## src/rtl/crc24_append_core.sv

```systemverilog
// Bit-serial BLE CRC24 generator: forwards PDU bits unchanged, then appends the
// 24-bit CRC (MSB first) on the same stream feeding the whitening stage.
module crc24_append_core #(
   parameter int                   CRC_WIDTH     = 24,
   parameter logic [CRC_WIDTH-1:0] CRC_POLY_MASK = 24'h00065B
) (
   input  logic                 clk,
   input  logic                 rst_n,
   input  logic [CRC_WIDTH-1:0] crc_init,
   input  logic                 crc_init_load,
   input  logic                 data_in,
   input  logic                 data_in_valid,
   input  logic                 data_in_last,
   output logic                 in_ready,
   output logic                 data_out,
   output logic                 data_out_valid,
   output logic                 data_out_last
);

   typedef enum logic {
      ST_ACCEPT  = 1'b0,
      ST_CRC_OUT = 1'b1
   } state_e;

   state_e               state_q, state_d;
   logic [CRC_WIDTH-1:0] lfsr_q, lfsr_d;
   logic [4:0]           cnt_q, cnt_d;
   logic                 dataOut_q, dataOut_d;
   logic                 dataOutValid_q, dataOutValid_d;
   logic                 dataOutLast_q, dataOutLast_d;
   logic                 feedback;

   assign in_ready       = (state_q == ST_ACCEPT);
   assign data_out       = dataOut_q;
   assign data_out_valid = dataOutValid_q;
   assign data_out_last  = dataOutLast_q;

   always_ff @(posedge clk) begin
      if (!rst_n) begin
         state_q        <= ST_ACCEPT;
         lfsr_q         <= crc_init;
         cnt_q          <= '0;
         dataOut_q      <= 1'b0;
         dataOutValid_q <= 1'b0;
         dataOutLast_q  <= 1'b0;
      end else begin
         state_q        <= state_d;
         lfsr_q         <= lfsr_d;
         cnt_q          <= cnt_d;
         dataOut_q      <= dataOut_d;
         dataOutValid_q <= dataOutValid_d;
         dataOutLast_q  <= dataOutLast_d;
      end
   end

   // Preset wins over everything, including an in-progress CRC emission.
   always_comb begin
      state_d        = state_q;
      lfsr_d         = lfsr_q;
      cnt_d          = cnt_q;
      dataOut_d      = dataOut_q;
      dataOutValid_d = 1'b0;
      dataOutLast_d  = 1'b0;
      feedback       = lfsr_q[CRC_WIDTH-1] ^ data_in;

      if (crc_init_load) begin
         lfsr_d  = crc_init;
         state_d = ST_ACCEPT;
         cnt_d   = '0;
      end else begin
         case (state_q)
            ST_ACCEPT: begin
               if (data_in_valid) begin
                  lfsr_d         = {lfsr_q[CRC_WIDTH-2:0], 1'b0} ^
                                   (feedback ? CRC_POLY_MASK : '0);
                  dataOut_d      = data_in;
                  dataOutValid_d = 1'b1;
                  if (data_in_last) begin
                     state_d = ST_CRC_OUT;
                     cnt_d   = '0;
                  end
               end
            end
            ST_CRC_OUT: begin
               dataOut_d      = lfsr_q[CRC_WIDTH-1];
               dataOutValid_d = 1'b1;
               lfsr_d         = {lfsr_q[CRC_WIDTH-2:0], 1'b0};
               if (cnt_q == 5'd23) begin
                  dataOutLast_d = 1'b1;
                  state_d       = ST_ACCEPT;
                  cnt_d         = '0;
               end else begin
                  cnt_d = cnt_q + 5'd1;
               end
            end
            default: begin
               state_d = ST_ACCEPT;
               cnt_d   = '0;
            end
         endcase
      end
   end

endmodule

```

## config.mk

```make
export PLATFORM = sky130hd
export DESIGN_NAME = crc24_append_core
export DESIGN_NICKNAME = d
export VERILOG_FILES = /design/src/rtl/crc24_append_core.sv
export SDC_FILE = /design/constraint.sdc
export NUM_CORES = 1
export LEC_CHECK = 0
export BUFFER_PORTS_ARGS = -buffer_cell sky130_fd_sc_hd__buf_2
export CORE_ASPECT_RATIO = 0.75
export CORE_MARGIN = 4
export CORE_UTILIZATION = 47
export DETAILED_ROUTE_END_ITERATION = 10
export HOLD_SLACK_MARGIN = 0.15
export MAX_ROUTING_LAYER = met4
export PLACE_DENSITY = 0.74
export SLEW_MARGIN = 0
export SYNTH_ARGS = -nofsm -noshare
export SYNTH_HDL_FRONTEND = slang
export SYNTH_SLANG_ARGS = --single-unit
```

## constraint.sdc

```tcl
create_clock -name clk -period 2 [get_ports clk]
set_clock_uncertainty 0.15 [all_clocks]
set_input_delay 0.4 -clock clk [delete_from_list [all_inputs] [get_ports clk]]
set_output_delay 0.4 -clock clk [all_outputs]
set_load 0.05 [all_outputs]
```

=== After elaboration in Yosys (flattened, before gate mapping) ===
Index checks and enable logic that the tools add are counted.

* Flip-flop bits (word level): 33
* Latch bits: 0
* Memory bits (writable): 0
* Bits in read-only memories: 0
* Bits of input ports: 30
* Output and inout bits: 4
* Memories: 0

* Add/subtract/negate cells: 1
* Multiply operators: 0
* Div/mod/pow operators: 0
* Order comparisons: 0
* Equal/unequal tests: 4
* Shifts and indexed selects: 0
* Muxes and demuxes: 18
* Bitwise gates (word level): 5
* Reduce and logical (&&, ||, !) cells: 4

{| class="wikitable"
|+ Operators with widths
! kind !! number
|-
| $mux W24 || 3
|-
| $pmux W24 S2 || 1
|-
| $xor A24 B11 Y24 || 1
|-
| $mux W5 || 3
|-
| $mux W11 || 1
|-
| $pmux W5 S2 || 1
|-
| $mux W1 || 6
|-
| $pmux W1 S2 || 3
|-
| $add A5 B1 Y5 const B || 1
|-
| $eq A5 B5 Y1 const B || 1
|-
| $ne A2 B2 Y1 const B || 2
|-
| $ne A4 B4 Y1 const B || 1
|-
| $reduce_and A2 Y1 || 2
|-
| $not A1 Y1 || 3
|-
| $reduce_or A3 Y1 || 1
|-
| $reduce_or A2 Y1 || 1
|-
| $xor A1 B1 Y1 || 1
|}

=== Depth between registers and ports, before layout ===
Gate-level depths: netlist of the first run.

* Depth in word-level cells: 7
* Gate-level depth with buffers: 5

=== Worst setup path before layout of the first run ===
OpenSTA, ideal clock, no wires.

* Path kind: in2reg
* From: input port rst_n
* To: register lfsr_q[0] (enable)
* Library setup time: 0.425 ns
* Arrival: 1.378 ns
* Setup slack: 0.047 ns
* Stages: 3
* Path buffers: 1
* Cells stage by stage: nor2b_1 -> clkbuf_1 -> nand2_1

* Cells in the longest elaborated chain, start to end: 1

{| class="wikitable"
|+ RTL lines
! element !! RTL line !! source
|-
| start, declared || 8 || <nowiki>input logic rst_n,</nowiki>
|-
| $ne A4 B4 Y1 (no line) || -- ||
|-
| end signal, assigned || 41 || <nowiki>lfsr_q <= crc_init;</nowiki>
|-
| end signal, assigned || 48 || <nowiki>lfsr_q <= lfsr_d;</nowiki>
|-
| end, declared || 26 || <nowiki>logic [CRC_WIDTH-1:0] lfsr_q, lfsr_d;</nowiki>
|}

No other way between the ends.
A chain may end at the register's enable or synchronous reset.

=== Worst setup path after layout of the first run ===
* From: register state_q
* To: output port in_ready

* Cells in the longest elaborated chain, start to end: 1

{| class="wikitable"
|+ RTL lines
! element !! RTL line !! source
|-
| start, declared || 25 || <nowiki>state_e state_q, state_d;</nowiki>
|-
| start signal, assigned || 47 || <nowiki>state_q <= state_d;</nowiki>
|-
| $not A1 Y1 || -- ||
|-
| end, declared || 14 || <nowiki>output logic in_ready,</nowiki>
|}

No other way between the ends.

==> results of run 1 <==
area by class of cell:
| class | count | area, um^2 |
|---|---|---|
| clock buffer | 8 | 90.1 |
| fill | 257 | 1200 |
| inverter | 1 | 3.75 |
| multi-input combinational | 80 | 548 |
| sequential | 33 | 901 |
| tap | 38 | 47.5 |
| timing repair buffer | 39 | 210 |
layer usage:
layer  wire, um  share of wire (%)  vias to the layer above
li1           -                  -                      528
met1       1240                 46                      501
met2       1170                 44                       37
met3        209                7.8                        7
met4         63                2.3                        0
met5          0                  0                        -
power breakdown:
part	switching [uW]	internal, uW
registers	19.4	799
logic	82.7	86.6
clock network	219	280
synth_stat cells, drive strengths merged (2+ instances only):
| cell type | number |
|---|---|
| o21ai | 8 |
| a21oi | 4 |
| dfxtp | 9 |
| buf | 6 |
| mux2 | 17 |
| nor2 | 13 |
| nand2 | 5 |
| nand2b | 2 |
| nand3 | 4 |
| edfxtp | 24 |
| or3 | 6 |
| a31oi | 7 |
| nor3 | 2 |
cells in the final DEF (no fill, tap or decap), types with 5 or more instances in the layout:
| cell type | synthesis | layout |
|---|---|---|
| buf_4 | 1 | 6 |
| dfxtp_1 | 9 | 9 |
| edfxtp_1 | 24 | 24 |
| a31oi_1 | 7 | 7 |
| o21ai_0 | 8 | 8 |
| nor2_1 | 13 | 13 |
| clkbuf_8 | 0 | 6 |
| buf_2 | 3 | 33 |
| mux2_2 | 17 | 17 |
| nand2_1 | 5 | 5 |
worst register-to-register path: stages, from the launching register on:
cell	delay, ns
edfxtp_1	0.43
xnor2_1	0.15
buf_4	0.16
or3_2	0.41
a31oi_1	0.17
stage by stage:
stage / total power [uW] / instances / hold WS [ns] / setup WS (ns) / utilization, %
detailed placement: 1000 / 191 / 0.334 / 0.310 / 57.0
finish: 1490 / 199 / 0.231 / 0.327 / 60.0
global route: 1570 / 199 / 0.226 / 0.259 / 60.0
CTS: 1500 / 199 / 0.225 / 0.317 / 60.0
global placement: 995 / 191 / 0.325 / 0.351 / 57.0
floorplan: 945 / 121 / 0.308 / 0.0470 / -
sequential cells by signal, summed over array words and instances (netlist names):
register and flops:
lfsr_q 24, data_out_last 1, data_out_valid 1, cnt_q 5, data_out 1, state_q 1
worst min path at each step:
stage               cells past startpoint        to  slack, ns     start
global route                            2  data_out       0.23     rst_n
CTS                                     2  data_out       0.22     rst_n
detailed placement                      2  cnt_q[1]       0.33  cnt_q[1]
finish                                  2  data_out       0.23     rst_n
global placement                        2  cnt_q[4]       0.32  cnt_q[4]
floorplan                               2  cnt_q[4]       0.31  cnt_q[4]
kinds of logic after synthesis:
| family | count (synthesis) | synth area share [%] |
|---|---|---|
| AOI/OAI and AO/OA | 24 | 9.75 |
| xor gates and xnor gates | 1 | 0.583 |
| adders and majority gates | 1 | 0.833 |
| buffers and inverters | 8 | 3.50 |
| DFF | 33 | 60.0 |
| muxes | 18 | 13.4 |
| and+or+nand+nor | 36 | 11.9 |
==> results.toml, run 1 <==
[outcome]
status = "finished clean"

[synthesis]
synth_edf_count = 24
synthTopCellsByArea = "edfxtp_1 (48%), mux2_2 (13%), dfxtp_1 (12%), nor2_1 (3.2%), a31oi_1 (2.9%)"
synth_nets = 152
postSynthCellCount = 121
ys.flop_type = "edfxtp_1"
ys_seq_area_share_pct = 60.0
ys_seq_elements = 33
synth_async_sr_flop_share_pct = 0
syn_avg_cell_area_um2 = 12.4
synthDominantCellAreaShare_pct = 48.0
yosys.cell_types.count = 30
yosysTopAreaCell = "edfxtp_1"
ys_warn_count = 0
syn_area_mm2 = 0.00150

[final_layout]
fin_area_mm2 = 0.00180
nNetsFinal = 191
diodes = 0
drive_above_1_share_pct = 41.6
area_delta_synth_final_pct = 19.9

[worst_setup_path]
ff2ff_path_depth = 4
crit_slowest_cell = "dfxtp_1"
crit_path_start_kind = "register"
r2r-end = "lfsr_q[4]"
cp-endpoint = "in_ready"
cp-end-kind = "primary output"
critPathTopFamily = "flip-flops"
max_stage_delay_ns = 0.46
cp.arrival_ns = 1.12
required_ns = 1.45
cp_cell_sequence = "inv_1 -> buf_2"
crit_buf_inv = 2
cp_max_fo = 10
crit_start = "state_q"
crit_type = "register to primary output"
cp.depth = 2
r2r-start = "lfsr_q[23]"
r2r_setup_slack_ns = 0.39

[run]
cap_viol_max_count = 0

[global_route]
grt_antenna_before_repair = 0
grt_pass1_vias = 997
grt-busiest-layer = "met2"
grt_pass1_wl_um = 4330
grt_use_total_pct = 14.4
gr-usage-met1_pct = 18.5
grt_overflow = 0
grtUsageMet3_pct = 4.93
grt_max_degree = 25
gr-usage-met2_pct = 19.4

[detailed_routing]
dr.pass1.iters = 4
via_per_inst = 5.39
post_drt_wl_per_cell_um = 13.5
drc_errors = 0
totalWireLength_um = 2690
drt_iter0_drc = 76
final_antenna_net_count = 0
vias = 1073

[pwr]
ir_worst_vdd_mv = 0.379
cellPowerDensity_mw_per_mm2 = 826
p_leak_uw = 0.000698

[floorplan]
dieArea_mm2 = 0.00417
core_mm2 = 0.00300
start_util_pct = 50.1
die_x_um = 73.3
io_pins = 34
chipHeight_um = 57.0
num_rows = 17

[min_path]
hold_path.class = "input port to register"

[sta]
finalCritPeriodShare_pct = 83.6
hold_viol = 0
max_freq_mhz = 598
drv_slew = 0
max-slew-margin-rel_pct = 74.8
rsz0062_at_grt = "no"
tns_ns = 0
finalSetupViolCount = 0
finalCriticalPeriod_ns = 1.67
worst_pin_slew_ns = 0.378

[cts]
cts_max_level = 2
post_cts_buffers = 0
post_cts_resized = 0
cts_buffers = 5
cts_buffer_depth = 2
clock_latency_ns = 0.28
root_buffer = "clkbuf_8"
cts_sinks = 33
cts_tree = "done"
hold_buffers = 0
clk_pin_slew_worst_paths_ns = 0.06

[placed_design]
gp_congestion = 0.790
hpwl_um = 1930
io_buffers = 33
placed_area_mm2 = 0.00171
Power figures use the tool's default switching activity.
==> inputs of run 2 (changes only) <==
clock period = 1.5 ns   (was 2 ns; I/O delays follow)
==> results.toml, run 2 (synthesis gave the netlist of run 1 again) <==
[global_route]
grt_max_degree = 25
grt_pass1_vias = 1032
grt_overflow = 0
grt_antenna_before_repair = 0
grt_use_total_pct = 15.7
grt_pass1_wl_um = 4750

[worst_setup_path]
crit_start = "lfsr_q[23]"
r2r-end = "lfsr_q[10]"
cp-endpoint = "lfsr_q[10]"
crit_slowest_cell = "edfxtp_1"
cp-end-kind = "register"
cp.depth = 4
critPathTopFamily = "flip-flops"
crit_buf_inv = 1
crit_type = "register to register"
required_ns = 1.47
r2r_setup_slack_ns = -0.02
cp_cell_sequence = "xnor2_1 -> buf_4 -> or3_1 -> a31oi_2"
crit_path_start_kind = "register"
r2r-start = "lfsr_q[23]"
max_stage_delay_ns = 0.42
cp_max_fo = 12
ff2ff_path_depth = 4
cp.arrival_ns = 1.49

[min_path]
hold_path.class = "input port to register"

[floorplan]
dieArea_mm2 = 0.00417
core_mm2 = 0.00300
num_rows = 17
start_util_pct = 50.1
chipHeight_um = 57.0
die_x_um = 73.3
io_pins = 34

[sta]
fin_ws_ns = -0.0210
hold_viol = 0
worst_pin_slew_ns = 0.409
max_freq_mhz = 657
finalCritPeriodShare_pct = 101
rsz0062_at_grt = "yes"
fin_hold_ws_ns = 0.167
drv_slew = 0
finalCriticalPeriod_ns = 1.52
max-slew-margin-rel_pct = 72.8
finalSetupViolCount = 1

[final_layout]
final_cells = 208
fin_area_mm2 = 0.00194
largest_register_ffs = 24
regArea_um2 = 905
nFillCells = 230
final_common_cell = "buf_2"
area_delta_synth_final_pct = 29.1
nNetsFinal = 201
final_cell_mix = "buf_2 (32), edfxtp_1 (24), mux2_2 (17)"
diodes = 0
multi_input_area_um2 = 588
drive_above_1_share_pct = 47.6
postLayoutCoreUtil_pct = 64.6
top_register = "lfsr_q"
top_regs = "lfsr_q: 24 flops, cnt_q: 5 flops"

[cts]
cts_buffers = 5
cts_max_level = 2
clock_latency_ns = 0.28
cts_buffer_depth = 2
root_buffer = "clkbuf_8"
clk_pin_slew_worst_paths_ns = 0.06
cts_sinks = 33
cts_tree = "done"

[detailed_routing]
vias = 1085
drt_iter0_drc = 60
dr.pass1.iters = 4
post_drt_wl_per_cell_um = 14.6
final_antenna_net_count = 0
via_per_inst = 5.22
drc_errors = 0
totalWireLength_um = 3030

[pwr]
p_leak_uw = 0.000759
cellPowerDensity_mw_per_mm2 = 1030
ir_worst_vdd_mv = 0.586

[outcome]
violations = "setup timing"
status = "finished, violations left"

[placed_design]
place_ws_ns = -0.0946
io_buffers = 33
dp_cells = 195
hpwl_um = 2090
placed_area_mm2 = 0.00177
gp_congestion = 0.829

[run]
cap_viol_max_count = 0
## run 2: per-layer routing
layer	track usage (%)	routed length, um
met5	-	0
met4	4.74	20
met3	7.04	196
met2	22.7	1380
met1	19.7	1430
## run 2: metrics by stage
step           power [uW]  setup TNS, ns
6_report             2000        -0.0210
3_5_place_dp         1360         -0.260
4_1_cts              2000        -0.0120
2_1_floorplan        1260              0
3_3_place_gp         1350         -0.188
5_1_grt              2100         -0.347
## run 2: final cells by class
| cell class | instances | share of cell area, % |
|---|---|---|
| multi-input combinational | 80 | 30.3 |
| inverter | 1 | 0.194 |
| clock inverter | 1 | 0.194 |
| clock buffer | 6 | 3.74 |
| sequential | 33 | 46.7 |
| tap | 38 | 2.45 |
| timing repair buffer | 49 | 16.4 |
## run 2: report_power, final
group / internal [uW] / switching, uW
logic: 160 / 131
registers: 1060 / 29.7
clock network: 312 / 306
## run 2: worst min path at each step
| stage | slack [ns] | end | startpoint | depth (start not counted) |
|---|---|---|---|---|
| detailed placement | 0.33 | cnt_q[4] | cnt_q[4] | 2 |
| finish | 0.17 | lfsr_q[17] | crc_init[17] | 2 |
| global route | 0.15 | lfsr_q[22] | crc_init[22] | 2 |
| global placement | 0.31 | cnt_q[4] | cnt_q[4] | 2 |
| CTS | 0.16 | lfsr_q[14] | crc_init[14] | 2 |
| floorplan | 0.30 | data_out | rst_n | 1 |
## run 2: what timing repair did
action / CTS / global route
gates resized for setup: 5 / 8
buffers inserted: 3 / 1
pin swaps: 5 / 1
hold buffers: 2 / 0
setup endpoints to repair: 7 / 8
hold endpoints to repair: 2 / 0
